===== src/rtl/alarm_pkg.sv =====
// Shared types and constants for the alarm unit: FSM state encoding and
// time-of-day limits used by the trigger arithmetic and set validation.
package alarm_pkg;

    typedef enum logic [1:0] {
        IDLE    = 2'd0,
        ARMED   = 2'd1,
        RINGING = 2'd2,
        SNOOZE  = 2'd3
    } alarm_state_e;

    localparam int MIN_PER_HOUR  = 60;
    localparam int HOURS_PER_DAY = 24;

    function automatic logic time_valid(input logic [5:0] h, input logic [5:0] m);
        return (h < 6'(HOURS_PER_DAY)) && (m < 6'(MIN_PER_HOUR));
    endfunction

endpackage


===== src/rtl/time_add_min.sv =====
// Combinational hh:mm + minutes adder; minutes wrap into the hour and the
// hour wraps at midnight. add_min is expected to be below one hour.
module time_add_min
    import alarm_pkg::*;
(
    input  logic [5:0] hour,
    input  logic [5:0] min,
    input  logic [5:0] add_min,
    output logic [5:0] sum_hour,
    output logic [5:0] sum_min
);

    logic [6:0] min_sum;
    logic [6:0] min_wrap;
    logic [6:0] hour_sum;
    logic [6:0] hour_wrap;
    logic       carry;

    always_comb begin
        min_sum  = {1'b0, min} + {1'b0, add_min};
        min_wrap = min_sum;
        carry    = 1'b0;
        if (min_sum >= 7'(MIN_PER_HOUR)) begin
            min_wrap = min_sum - 7'(MIN_PER_HOUR);
            carry    = 1'b1;
        end

        hour_sum  = {1'b0, hour} + 7'(carry);
        hour_wrap = hour_sum;
        if (hour_sum >= 7'(HOURS_PER_DAY)) begin
            hour_wrap = hour_sum - 7'(HOURS_PER_DAY);
        end

        sum_min  = min_wrap[5:0];
        sum_hour = hour_wrap[5:0];
    end

endmodule


===== src/rtl/alarm_unit.sv =====
// Alarm controller: compares the running time against a trigger time and
// drives a registered ringing output with snooze, stop, timeout and disarm.
module alarm_unit
    import alarm_pkg::*;
#(
    parameter int RING_SECS  = 60,
    parameter int SNOOZE_MIN = 5,
    parameter int MAX_SNOOZE = 3
) (
    input  logic       clk,
    input  logic       reset,
    input  logic [5:0] hour,
    input  logic [5:0] min,
    input  logic [5:0] sec,
    input  logic       arm,
    input  logic       set_en,
    input  logic [5:0] set_hour,
    input  logic [5:0] set_min,
    input  logic       snooze,
    input  logic       stop,
    output logic       ringing,
    output logic       armed,
    output logic       set_err,
    output logic [5:0] alarm_hour,
    output logic [5:0] alarm_min,
    output logic [1:0] snooze_cnt
);

    localparam int RW = $clog2(RING_SECS + 1);

    alarm_state_e state, next_state;
    logic [5:0]    trig_h, trig_m;
    logic [5:0]    snz_h, snz_m;
    logic [RW-1:0] ring_cnt;
    logic [5:0]    sec_prev;
    logic          match_prev;
    logic          match, match_edge, sec_tick;
    logic          can_snooze, ring_done, set_accept, set_ok;

    time_add_min u_snooze_add (
        .hour    (trig_h),
        .min     (trig_m),
        .add_min (6'(SNOOZE_MIN)),
        .sum_hour(snz_h),
        .sum_min (snz_m)
    );

    assign match      = (hour == trig_h) && (min == trig_m) && (sec == 6'd0);
    assign match_edge = match && !match_prev;
    assign sec_tick   = (sec != sec_prev);
    assign can_snooze = (snooze_cnt < 2'(MAX_SNOOZE));
    assign ring_done  = sec_tick && (ring_cnt == RW'(RING_SECS - 1));
    assign set_accept = set_en && ((state == IDLE) || (state == ARMED));
    assign set_ok     = time_valid(set_hour, set_min);

    // Disarm always takes precedence, then stop over snooze, then timeout.
    always_comb begin
        next_state = state;
        case (state)
            IDLE:    if (arm) next_state = ARMED;
            ARMED:   if (!arm) next_state = IDLE;
                     else if (match_edge) next_state = RINGING;
            RINGING: if (!arm) next_state = IDLE;
                     else if (stop) next_state = ARMED;
                     else if (snooze && can_snooze) next_state = SNOOZE;
                     else if (ring_done) next_state = ARMED;
            SNOOZE:  if (!arm) next_state = IDLE;
                     else if (match_edge) next_state = RINGING;
            default: next_state = IDLE;
        endcase
    end

    always_ff @(posedge clk) begin
        if (!reset) begin
            state      <= IDLE;
            ringing    <= 1'b0;
            armed      <= 1'b0;
            set_err    <= 1'b0;
            snooze_cnt <= 2'd0;
            alarm_hour <= 6'd0;
            alarm_min  <= 6'd0;
            trig_h     <= 6'd0;
            trig_m     <= 6'd0;
            ring_cnt   <= '0;
            match_prev <= 1'b0;
            sec_prev   <= 6'd0;
        end else begin
            state      <= next_state;
            ringing    <= (next_state == RINGING);
            armed      <= (next_state != IDLE);
            set_err    <= set_accept && !set_ok;
            match_prev <= match;
            sec_prev   <= sec;

            if (next_state == RINGING && state != RINGING) begin
                ring_cnt <= '0;
            end else if (state == RINGING && sec_tick) begin
                ring_cnt <= ring_cnt + RW'(1);
            end

            // Leaving a ring (or disarming) puts the trigger back on the programmed time.
            if (state == RINGING && next_state == SNOOZE) begin
                trig_h     <= snz_h;
                trig_m     <= snz_m;
                snooze_cnt <= snooze_cnt + 2'd1;
            end else if (next_state == IDLE || (state == RINGING && next_state == ARMED)) begin
                trig_h     <= alarm_hour;
                trig_m     <= alarm_min;
                snooze_cnt <= 2'd0;
            end else if (state == ARMED && next_state == RINGING) begin
                snooze_cnt <= 2'd0;
            end

            if (set_accept && set_ok) begin
                alarm_hour <= set_hour;
                alarm_min  <= set_min;
                trig_h     <= set_hour;
                trig_m     <= set_min;
            end
        end
    end

endmodule

===== config.mk =====
export PLATFORM = sky130hd
export DESIGN_NAME = alarm_unit
export DESIGN_NICKNAME = d
export VERILOG_FILES = /design/src/rtl/alarm_pkg.sv /design/src/rtl/time_add_min.sv /design/src/rtl/alarm_unit.sv
export SDC_FILE = /design/constraint.sdc
export NUM_CORES = 1
export LEC_CHECK = 0
export CAP_MARGIN = 25
export CORE_ASPECT_RATIO = 1.4
export CORE_MARGIN = 2
export CORE_UTILIZATION = 48
export CTS_CLUSTER_SIZE = 8
export DETAILED_ROUTE_END_ITERATION = 6
export MAX_ROUTING_LAYER = met4
export PLACE_DENSITY = 0.77
export SYNTH_ARGS = -nofsm -noshare
export SYNTH_HDL_FRONTEND = slang
export SYNTH_HIERARCHICAL = 1
export SYNTH_SLANG_ARGS = --single-unit

===== constraint.sdc =====
create_clock -name clk -period 3.7 [get_ports clk]
set_input_delay 0.37 -clock clk [delete_from_list [all_inputs] [get_ports clk]]
set_output_delay 0.37 -clock clk [all_outputs]
set_load 0.05 [all_outputs]

==> results of run 1 <==
[logic make-up (layout without fill, tap and decap cells)]
group | after synthesis | after routing | share of synthesized area, %
compound gates | 84 | 84 | 23.2
xor+xnor | 28 | 28 | 8.24
fa+ha+maj | 13 | 13 | 5.63
buf+inv | 33 | 81 | 5.00
flops | 44 | 44 | 29.6
mux | 15 | 15 | 5.13
other cells | 2 | 7 | 0.252
simple gates | 128 | 128 | 23.0
[per-stage QoR]
| stage | TNS, ps | utilization [%] | instance area (sq um) | power [mW] | setup slack [ps] |
|---|---|---|---|---|---|
| after detailed placement | -220 | 59.6 | 3540 | 0.782 | -122 |
| after global routing | 0 | 62.6 | 3720 | 1.18 | 5.66 |
| after global placement | 0 | 59.6 | 3540 | 0.776 | 74.3 |
| after floorplan | 0 | - | 3000 | 0.686 | 163 |
| after CTS | -12.4 | 61.6 | 3660 | 1.12 | -12.4 |
| final | 0 | 62.6 | 3720 | 1.12 | 168 |
[worst paths after layout]
| kind | start | to | slack [ps] | cells after the start |
|---|---|---|---|---|
| max | trig_m[0]$_SDFFE_PN0P_ | trig_h[5]$_SDFFE_PN0P_ | 170 | 19 |
| min | alarm_min[4]$_SDFFE_PN0P_ | alarm_min[4]$_SDFFE_PN0P_ | 470 | 2 |
| max reg2reg | trig_m[0]$_SDFFE_PN0P_ | trig_h[5]$_SDFFE_PN0P_ | 170 | 19 |
| min reg2reg | alarm_min[4]$_SDFFE_PN0P_ | alarm_min[4]$_SDFFE_PN0P_ | 470 | 2 |
[power groups by stage]
stage | clock network [mW] | logic, mW | registers, mW
floorplan | 0 | 0.152 | 0.534
global placement | 0 | 0.258 | 0.519
detailed placement | 0 | 0.262 | 0.520
CTS | 0.343 | 0.268 | 0.509
global route | 0.363 | 0.300 | 0.512
finish | 0.334 | 0.276 | 0.509
[registers in the layout, summed over array words and instances, names as in the netlist]
name,count
ringing,1
set_err,1
match_prev,1
alarm_hour,6
trig_h,6
trig_m,6
alarm_min,6
armed,1
ring_cnt,6
sec_prev,6
state,2
snooze_cnt,2
[cells in the mapped netlist, drive strengths merged (2+ instances only)]
| cell type | count | area [sq um] |
|---|---|---|
| xnor2 | 7 | 61.3 |
| or2 | 3 | 23.8 |
| clkbuf | 17 | 63.8 |
| dfxtp | 44 | 881 |
| o311ai | 12 | 173 |
| inv | 11 | 41.3 |
| o31ai | 3 | 27.5 |
| o21ai | 11 | 66.3 |
| o2bb2ai | 2 | 17.5 |
| a211oi | 5 | 47.5 |
| nor2 | 15 | 56.3 |
| nor3 | 3 | 20.0 |
| mux2i | 13 | 130 |
| ha | 11 | 138 |
| nand3b | 2 | 15.0 |
| nor4 | 5 | 31.3 |
| o211ai | 4 | 30.0 |
| xor2 | 21 | 184 |
| and2 | 9 | 57.6 |
| nand4 | 5 | 31.3 |
| nand3 | 21 | 105 |
| conb | 2 | 7.51 |
| mux2 | 2 | 22.5 |
| o2111ai | 12 | 105 |
| a21o | 3 | 22.5 |
| o21bai | 2 | 15.0 |
| and3 | 6 | 37.5 |
| nor2b | 5 | 38.8 |
| a21oi | 21 | 105 |
| nand2 | 40 | 150 |
| a211o | 2 | 17.5 |
| buf | 5 | 43.8 |
| nand4b | 3 | 32.5 |
| nand2b | 7 | 51.3 |
[routing by layer]
layer | global-route usage, % | part of all wire [%]
met5 | - | 0
met4 | 7.98 | 1.4
met3 | 4.36 | 6.2
met2 | 40.1 | 51
met1 | 27.6 | 41
[repair_timing]
item / in CTS / in global routing
buffers inserted: 1 / 4
pin swaps: 1 / 3
endpoints found under the setup margin: 3 / 3
hold buffers: 0 / 0
gates resized for setup: 3 / 8
hold endpoints to repair: 0 / 0
[final cells by class]
cell class	count	area, sq um	area share (%)
multi-input combinational	275	2010	54.0
inverter	11	41.3	1.11
clock buffer	7	96.3	2.59
timing repair buffer	63	603	16.2
tap	70	87.6	2.35
sequential	44	883	23.7
[worst register-to-register path: stages, from the launching register on]
cell	delay [ps]
dfxtp_2	360
ha_2	210
inv_1	60
fa_1	430
nand2b_1	180
o2bb2ai_1	160
buf_4	170
nand4b_1	90
nand4_1	130
a21o_1	220
ha_4	170
and2_1	230
nand2_1	110
o21ai_1	70
o2bb2ai_1	130
a32oi_1	160
nor2b_1	60
mux2_2	260
nor3_2	120
a211oi_2	60
==> impl_metrics.csv, run 1 <==
group,metric,value,unit
global_route,grt_max_degree,43,
detailed_routing,antenna_left,0,
pwr,combPwrFrac,24.7,%
run,max_cap_violations,0,
worst_setup_path,cp-end-kind,"flop",
clocking,clockRootBuffer,"clkbuf_8",
detailed_routing,num_vias,2770,
pwr,p_seq_share,45.5,%
clocking,clock_latency,310,ps
layout,num-fill-cells,551,
worst_setup_path,path_class,"flop to flop",
detailed_routing,first_pass_iters,4,
die,initial_utilization,50.1,%
die,fp.dieW,70.6,um
worst_setup_path,cp.required,3870,ps
detailed_routing,vias_per_cell,5.89,
global_route,grt_pass1_vias,2718,
placement,port_buffers,52,
timing,slew_headroom,48.7,%
die,rows,33,
detailed_routing,drt_wl_total,7.70,mm
layout,layout_commonest_cell,"clkdlybuf4s50_1",
timing,setup_viol,0,
pwr,power_density,301,nW/um^2
timing,worst_pin_slew,770,ps
clocking,cts_tree,"yes",
timing,skew,4.67,ps
die,dieArea,6860,sq um
timing,finalCritPeriodShare,95.5,%
pwr,p_clk_share,29.8,%
global_route,overflow,0,
die,coreArea,5950,sq um
timing,min_period,3530,ps
logic_synthesis,synth-warning-count,6,
clocking,clk_path_buf_depth,2,
layout,n_antenna_cell,0,
timing,rsz0062_at_grt,"false",
clocking,cts_sinks,44,
worst_setup_path,path_max_fanout,7,
logic_synthesis,synth-seq-area-share,29.6,%
global_route,grt_antenna_before_repair,0,
pwr,p_int,0.782,mW
die,die_h,97.2,um
worst_setup_path,cpPeakStageDelay,430,ps
layout,mostFrequentLayoutCells,"clkdlybuf4s50_1 (52), dfxtp_1 (42), nand2_1 (40), nand3_1 (21), a21oi_1 (21)",
detailed_routing,wl_per_cell,16.4,um
logic_synthesis,synth_cells,347,
detailed_routing,drc,0,
worst_setup_path,cp_top_family,"simple AND/OR/NAND/NOR gates",
pwr,p_switching,0.338,mW
logic_synthesis,synthesis.area,2980,sq um
logic_synthesis,ys_types,61,
placement,gp_congestion,0.871,
layout,final_layout_size_suffix_gt1_share,13.5,%
logic_synthesis,ys_ff_latch,44,
worst_setup_path,crit_slowest_cell,"fa_1",
status,status,"finished clean",
timing,fmax,283,MHz
global_route,grt_pass1_wl,12.7,mm
die,ios,53,
pwr,p_leak,1.48,nW
min_path,hp-class,"flop to flop",
clocking,htreeDepth,2,
timing,finalMaxSlewViolations,0,
logic_synthesis,postSynthAreaPerCell,8.58,sq um
global_route,globalRouteTotalUtil,23.5,%
pwr,swShare,30.2,%
detailed_routing,drtIter0Drc,186,
logic_synthesis,synth_edf_count,0,
logic_synthesis,async_flop_share,0,%
worst_setup_path,crit_top_cell,"o2bb2ai_1",
placement,dpl.cell_count,458,
layout,nets,448,
pwr,ir_drop,0.000130,V
clocking,numCtsBuffers,5,
worst_setup_path,arrival,3700,ps
layout,area.growth.synth_to_final,25.1,%
clocking,path_clk_slew,80,ps
worst_setup_path,cp_cell_sequence,"ha_2 -> inv_1 -> fa_1 -> nand2b_1 -> o2bb2ai_1 -> buf_4 -> nand4b_1 -> nand4_1 -> a21o_1 -> ha_4 -> and2_1 -> nand2_1 -> o21ai_1 -> o2bb2ai_1 -> a32oi_1 -> nor2b_1 -> mux2_2 -> nor3_2 -> a211oi_2",
worst_setup_path,path_buf_inv,2,
worst_setup_path,startpoint_type,"flop",
placement,dp_hpwl,5.48,mm
timing,hold_slack,474,ps
layout,layout.cells.non_filler,470,
logic_synthesis,synth_top_flop_cell,"dfxtp_1",
timing,hold_viol,0,
No activity file was read; power rests on OpenSTA's default activity.
==> run 2: changes to the inputs <==
CORE_MARGIN = 8   (was 2)
CORE_UTILIZATION = 40   (was 48)
CTS_CLUSTER_DIAMETER = 50   (was not set)
PLACE_DENSITY = 0.66   (was 0.77)
==> run 2 against run 1 <==
Against the previous run: sequential share of layout area decreased by 0.53 points; combinational power increased by 3%; register-to-register slack improved by 50 ps; highest routed layer unchanged; final cell count increased by 6.6%.
==> impl_metrics.csv, run 2 (synthesized netlist as in run 1, its figures left out) <==
group,metric,value,unit
status,status,"finished clean",
run,max_cap_violations,0,
clocking,clockRootBuffer,"clkbuf_8",
timing,slew_headroom,40.2,%
timing,finalCritPeriodShare,94.0,%
timing,finalMaxSlewViolations,0,
layout,mostFrequentLayoutCells,"clkdlybuf4s50_1 (52), dfxtp_1 (41), nand2_1 (40), nand3_1 (21)",
worst_setup_path,r2r_end,"trig_h[5]$_SDFFE_PN0P_",
layout,final_layout_size_suffix_gt1_share,16.3,%
clocking,htreeDepth,2,
placement,gp_congestion,0.858,
timing,fmax,288,MHz
worst_setup_path,cp_top_family,"simple AND/OR/NAND/NOR gates",
detailed_routing,vias_per_cell,5.54,
global_route,grt_pass1_vias,2800,
timing,skew,9.14,ps
timing,hold_viol,0,
worst_setup_path,crit_cells,19,
die,coreArea,7270,sq um
layout,area.growth.synth_to_final,28.1,%
timing,worst_pin_slew,898,ps
placement,dp_hpwl,6.02,mm
global_route,globalRouteTotalUtil,16.9,%
timing,setup_tns,0,ps
detailed_routing,num_vias,2774,
worst_setup_path,path_max_fanout,7,
clocking,cts_tree,"yes",
worst_setup_path,r2r-start,"trig_m[0]$_SDFFE_PN0P_",
worst_setup_path,critPathCapture,"trig_h[5]$_SDFFE_PN0P_",
worst_setup_path,crit_start,"trig_m[0]$_SDFFE_PN0P_",
timing,min_period,3480,ps
worst_setup_path,startpoint_type,"flop",
timing,hold_slack,484,ps
layout,layout_commonest_cell,"clkdlybuf4s50_1",
placement,port_buffers,52,
layout,nets,451,
worst_setup_path,arrival,3640,ps
worst_setup_path,cpPeakStageDelay,380,ps
clocking,path_clk_slew,90,ps
pwr,power_density,292,nW/um^2
clocking,clock_latency,300,ps
layout,n_antenna_cell,0,
clocking,clk_path_buf_depth,2,
clocking,numCtsBuffers,5,
die,fp.dieW,88.9,um
pwr,p_leak,1.49,nW
timing,rsz0062_at_grt,"false",
detailed_routing,drtIter0Drc,269,
worst_setup_path,crit_top_cell,"o2bb2ai_1",
worst_setup_path,path_class,"flop to flop",
detailed_routing,wl_per_cell,16.7,um
die,dieArea,10500,sq um
clocking,cts_sinks,44,
pwr,ir_drop,0.000150,V
global_route,overflow,0,
clocking,cts_hold_buf,0,
worst_setup_path,crit_slowest_cell,"dfxtp_2",
global_route,grt_antenna_before_repair,0,
worst_setup_path,r2r_cells,19,
worst_setup_path,cp_cell_sequence,"ha_4 -> inv_1 -> fa_2 -> nand2b_1 -> o2bb2ai_1 -> buf_4 -> nand4bb_1 -> nand4_1 -> a21o_1 -> ha_2 -> and2_2 -> nand2_1 -> o21ai_1 -> o2bb2ai_1 -> a32oi_1 -> nor2b_1 -> mux2_2 -> nor3_2 -> a211oi_2",
worst_setup_path,path_buf_inv,2,
die,die_h,118,um
global_route,grt_max_degree,43,
global_route,grt_pass1_wl,13.5,mm
min_path,hp-class,"flop to flop",
worst_setup_path,reg2reg_slack,220,ps
die,ios,53,
timing,setup_viol,0,
detailed_routing,first_pass_iters,4,
detailed_routing,antenna_left,0,
worst_setup_path,cp.required,3860,ps
detailed_routing,drc,0,
worst_setup_path,cp-end-kind,"flop",
detailed_routing,drt_wl_total,8.39,mm
die,rows,37,
die,initial_utilization,41.0,%
-- run 2: how the worst min path moves through the flow --
stage | slack (ps) | cells past startpoint | end | from
after global routing | 510 | 2 | alarm_hour[2]$_SDFFE_PN0P_ | alarm_hour[2]$_SDFFE_PN0P_
after floorplan | 480 | 2 | ring_cnt[5]$_SDFFE_PP0P_ | ring_cnt[5]$_SDFFE_PP0P_
after CTS | 490 | 2 | alarm_min[5]$_SDFFE_PN0P_ | alarm_min[5]$_SDFFE_PN0P_
after detailed placement | 470 | 2 | alarm_min[5]$_SDFFE_PN0P_ | alarm_min[5]$_SDFFE_PN0P_
after global placement | 460 | 2 | alarm_min[4]$_SDFFE_PN0P_ | alarm_min[4]$_SDFFE_PN0P_
final | 480 | 2 | alarm_hour[4]$_SDFFE_PN0P_ | alarm_hour[4]$_SDFFE_PN0P_
-- run 2: per-layer routing --
| metal | vias to the layer above | share of wire (%) | global-route usage (%) |
|---|---|---|---|
| met5 | - | 0 | - |
| met4 | 0 | 2.9 | 8.50 |
| met3 | 16 | 4.8 | 2.87 |
| met2 | 76 | 52 | 28.0 |
| met1 | 1311 | 40 | 18.7 |
| li1 | 1371 | - | - |
-- run 2: timing repair --
| action | 4_1_cts | 5_1_grt |
|---|---|---|
| gates resized for setup | 2 | 18 |
| buffers inserted | 0 | 5 |
| setup endpoints to repair | 2 | 3 |
| pin swaps | 0 | 1 |
-- run 2: through the flow --
step / cells / total power [mW] / utilization, % / worst slack, ps / area, sq um
2_1_floorplan: 352 / 0.686 / - / 163 / 3000
3_3_place_gp: 488 / 0.782 / 49.5 / 119 / 3600
3_5_place_dp: 488 / 0.785 / 49.5 / -52.7 / 3600
4_1_cts: 496 / 1.11 / 50.9 / 0.552 / 3700
5_1_grt: 501 / 1.17 / 52.5 / 0.0320 / 3810
6_report: 501 / 1.11 / 52.5 / 222 / 3810
-- run 2: worst register-to-register path, delay by kind of cell (launching register included) --
family | cells | cell delay [ps]
adder cells (fa/ha/maj) | 3 | 710
flip-flops | 1 | 380
AO/OA/AOI/OAI | 6 | 770
buffers and inverters | 2 | 220
AND/OR/NAND/NOR | 7 | 970
multiplexers | 1 | 270
-- run 2: layout make-up --
class,count,area [sq um]
Clock inverter,2,10.0
Clock buffer,6,82.6
Tap cell,97,121
Multi-Input combinational cell,275,2050
Timing Repair Buffer,66,626
Fill cell,720,3450
Inverter,11,41.3
Sequential cell,44,885
-- run 2: report_power, final --
group | leakage, nW | total [mW] | internal (mW) | switching, mW
Sequential | 0.360 | 0.509 | 0.490 | 0.0189
Clock | 0.0510 | 0.322 | 0.149 | 0.173
Combinational | 1.08 | 0.284 | 0.129 | 0.154
Total | 1.49 | 1.11 | 0.769 | 0.346
==> run 3: changes to the inputs <==
PLACE_DENSITY = not set   (was 0.66)
clock period = 4.5 ns   (was 3.7 ns; I/O delays follow)
==> run 3 against run 2 <==
Against the previous run: final cell count shrank 2.2%; via count shrank 1.7%; count of clock-buffer cells in the layout stayed put; worst hold slack lost 3.8 ps; sequential power is 18% lower; global-route usage grew 0.29 points; wire length down 0.24%; utilization decreased by 2.4 points; maximum frequency decreased by 10%; critical path type unchanged; critical endpoint is now trig_h[3]$_SDFFE_PN0P_.
==> impl_metrics.csv, run 3 (synthesized netlist as in run 1, its figures left out) <==
group,metric,value,unit
pwr,finalPower,0.882,mW
detailed_routing,drc,0,
worst_setup_path,cp_top_family,"adder cells",
detailed_routing,num_vias,2727,
die,initial_utilization,41.0,%
detailed_routing,first_pass_iters,4,
die,fp.dieW,88.9,um
die,coreArea,7270,sq um
clocking,numCtsBuffers,5,
global_route,grt_max_degree,42,
detailed_routing,wl_per_cell,17.1,um
timing,fmax,258,MHz
layout,area.growth.synth_to_final,22.2,%
run,max_cap_violations,0,
timing,rsz0062_at_grt,"false",
worst_setup_path,startpoint_type,"flop",
die,rows,37,
detailed_routing,antenna_left,0,
worst_setup_path,arrival,4040,ps
timing,finalMaxSlewViolations,0,
worst_setup_path,cp_cell_sequence,"ha_1 -> inv_1 -> fa_1 -> xor2_1 -> inv_1 -> ha_1 -> nand3b_1 -> o21ai_1 -> a21o_1 -> ha_1 -> ha_1 -> inv_2 -> maj3_1 -> a21oi_1 -> a32o_1 -> a21oi_1 -> o21ai_1 -> mux2i_1 -> o311ai_2",
timing,setup_viol,0,
die,die_h,118,um
clocking,cts_setup_buffers,0,
clocking,clockRootBuffer,"clkbuf_8",
timing,skew,7.86,ps
pwr,ir_drop,0.000136,V
timing,setup_tns,0,ps
layout,layout_commonest_cell,"clkdlybuf4s50_1",
placement,port_buffers,52,
die,ios,53,
timing,finalCritPeriodShare,86.0,%
layout,n_antenna_cell,0,
detailed_routing,drt_wl_total,8.37,mm
clocking,path_clk_slew,90,ps
clocking,cts_hold_buf,0,
clocking,clock_latency,300,ps
timing,slew_headroom,42.8,%
clocking,cts_tree,"yes",
worst_setup_path,cp-end-kind,"flop",
timing,hold_viol,0,
timing,min_period,3870,ps
worst_setup_path,path_max_fanout,7,
clocking,cts_sinks,44,
global_route,globalRouteTotalUtil,17.2,%
clocking,htreeDepth,2,
worst_setup_path,cp.required,4670,ps
status,status,"finished clean",
detailed_routing,drtIter0Drc,252,
timing,worst_pin_slew,858,ps
global_route,grt_antenna_before_repair,0,
layout,mostFrequentLayoutCells,"clkdlybuf4s50_1 (52), dfxtp_1 (44), nand2_1 (40)",
worst_setup_path,crit_top_cell,"ha_1",
pwr,power_density,243,nW/um^2
global_route,grt_pass1_wl,14.0,mm
placement,dp_hpwl,6.00,mm
min_path,hp-class,"flop to flop",
clocking,cts_resized,0,
layout,final_layout_size_suffix_gt1_share,9.41,%
die,dieArea,10500,sq um
worst_setup_path,cpPeakStageDelay,390,ps
global_route,overflow,0,
worst_setup_path,crit_slowest_cell,"fa_1",
worst_setup_path,path_class,"flop to flop",
pwr,p_leak,1.44,nW
detailed_routing,vias_per_cell,5.57,
worst_setup_path,path_buf_inv,3,
global_route,grt_pass1_vias,2804,
clocking,clk_path_buf_depth,2,
layout,nets,441,
placement,gp_congestion,0.883,
==> run 3: changes by cell type in the layout (fill, tap and decap cells not counted), moves of 2 or more <==
cell,previous run,this run
dfxtp_1,41,44
o21ai_1,3,5
ha_4,3,0
buf_4,14,4
ha_2,3,0
o21ai_2,5,3
dfxtp_2,3,0
ha_1,5,11
==> run 3: path summary, 6_finish.rpt <==
check / startpoint / end / slack [ps] / cells after the start
min: alarm_hour[1]$_SDFFE_PN0P_ / alarm_hour[1]$_SDFFE_PN0P_ / 480 / 2
max reg2reg: trig_m[0]$_SDFFE_PN0P_ / trig_h[3]$_SDFFE_PN0P_ / 630 / 19
min reg2reg: alarm_hour[1]$_SDFFE_PN0P_ / alarm_hour[1]$_SDFFE_PN0P_ / 480 / 2
max: trig_m[0]$_SDFFE_PN0P_ / trig_h[3]$_SDFFE_PN0P_ / 630 / 19
==> run 3: stage by stage <==
step           hold slack (ps)  utilization (%)  cells  setup slack (ps)  instance area, sq um
2_1_floorplan              479                -    352               963                  3000
4_1_cts                    481             50.0    490               674                  3640
5_1_grt                    511             50.0    490               249                  3640
3_5_place_dp               468             49.0    483               696                  3560
6_report                   481             50.0    490               628                  3640
3_3_place_gp               463             49.0    483               839                  3560
==> run 3: area by class of cell <==
type | count | area, sq um
fill | 737 | 3630
tap | 97 | 121
clock inverter | 1 | 5.00
timing repair buffer | 56 | 551
multi-input combinational | 275 | 1970
clock buffer | 6 | 72.6
inverter | 11 | 41.3
sequential | 44 | 881
==> run 3: layer usage <==
| metal | share of wire [%] | routed length [um] | up-vias | GRT usage [%] |
|---|---|---|---|---|
| met5 | 0 | 0 | - | - |
| met1 | 43 | 3600 | 1283 | 20.3 |
| met2 | 49 | 4080 | 81 | 27.3 |
| li1 | - | - | 1346 | - |
| met4 | 2.8 | 235 | 0 | 7.23 |
| met3 | 5.5 | 458 | 17 | 3.35 |
==> run 3: worst reg2reg max path, cell delays in order (launching register included) <==
cell and delay [ps]:
dfxtp_1 370, ha_1 220, inv_1 70, fa_1 390
xor2_1 350, inv_1 110, ha_1 230, nand3b_1 160
o21ai_1 110, a21o_1 200, ha_1 200, ha_1 290
inv_2 90, maj3_1 150, a21oi_1 60, a32o_1 210
a21oi_1 160, o21ai_1 80, mux2i_1 170, o311ai_2 100
==> run 3: where the power goes <==
| part | switching [mW] | internal (mW) |
|---|---|---|
| Clock | 0.140 | 0.106 |
| Sequential | 0.0151 | 0.403 |
| Combinational | 0.122 | 0.0957 |
| Total | 0.277 | 0.605 |
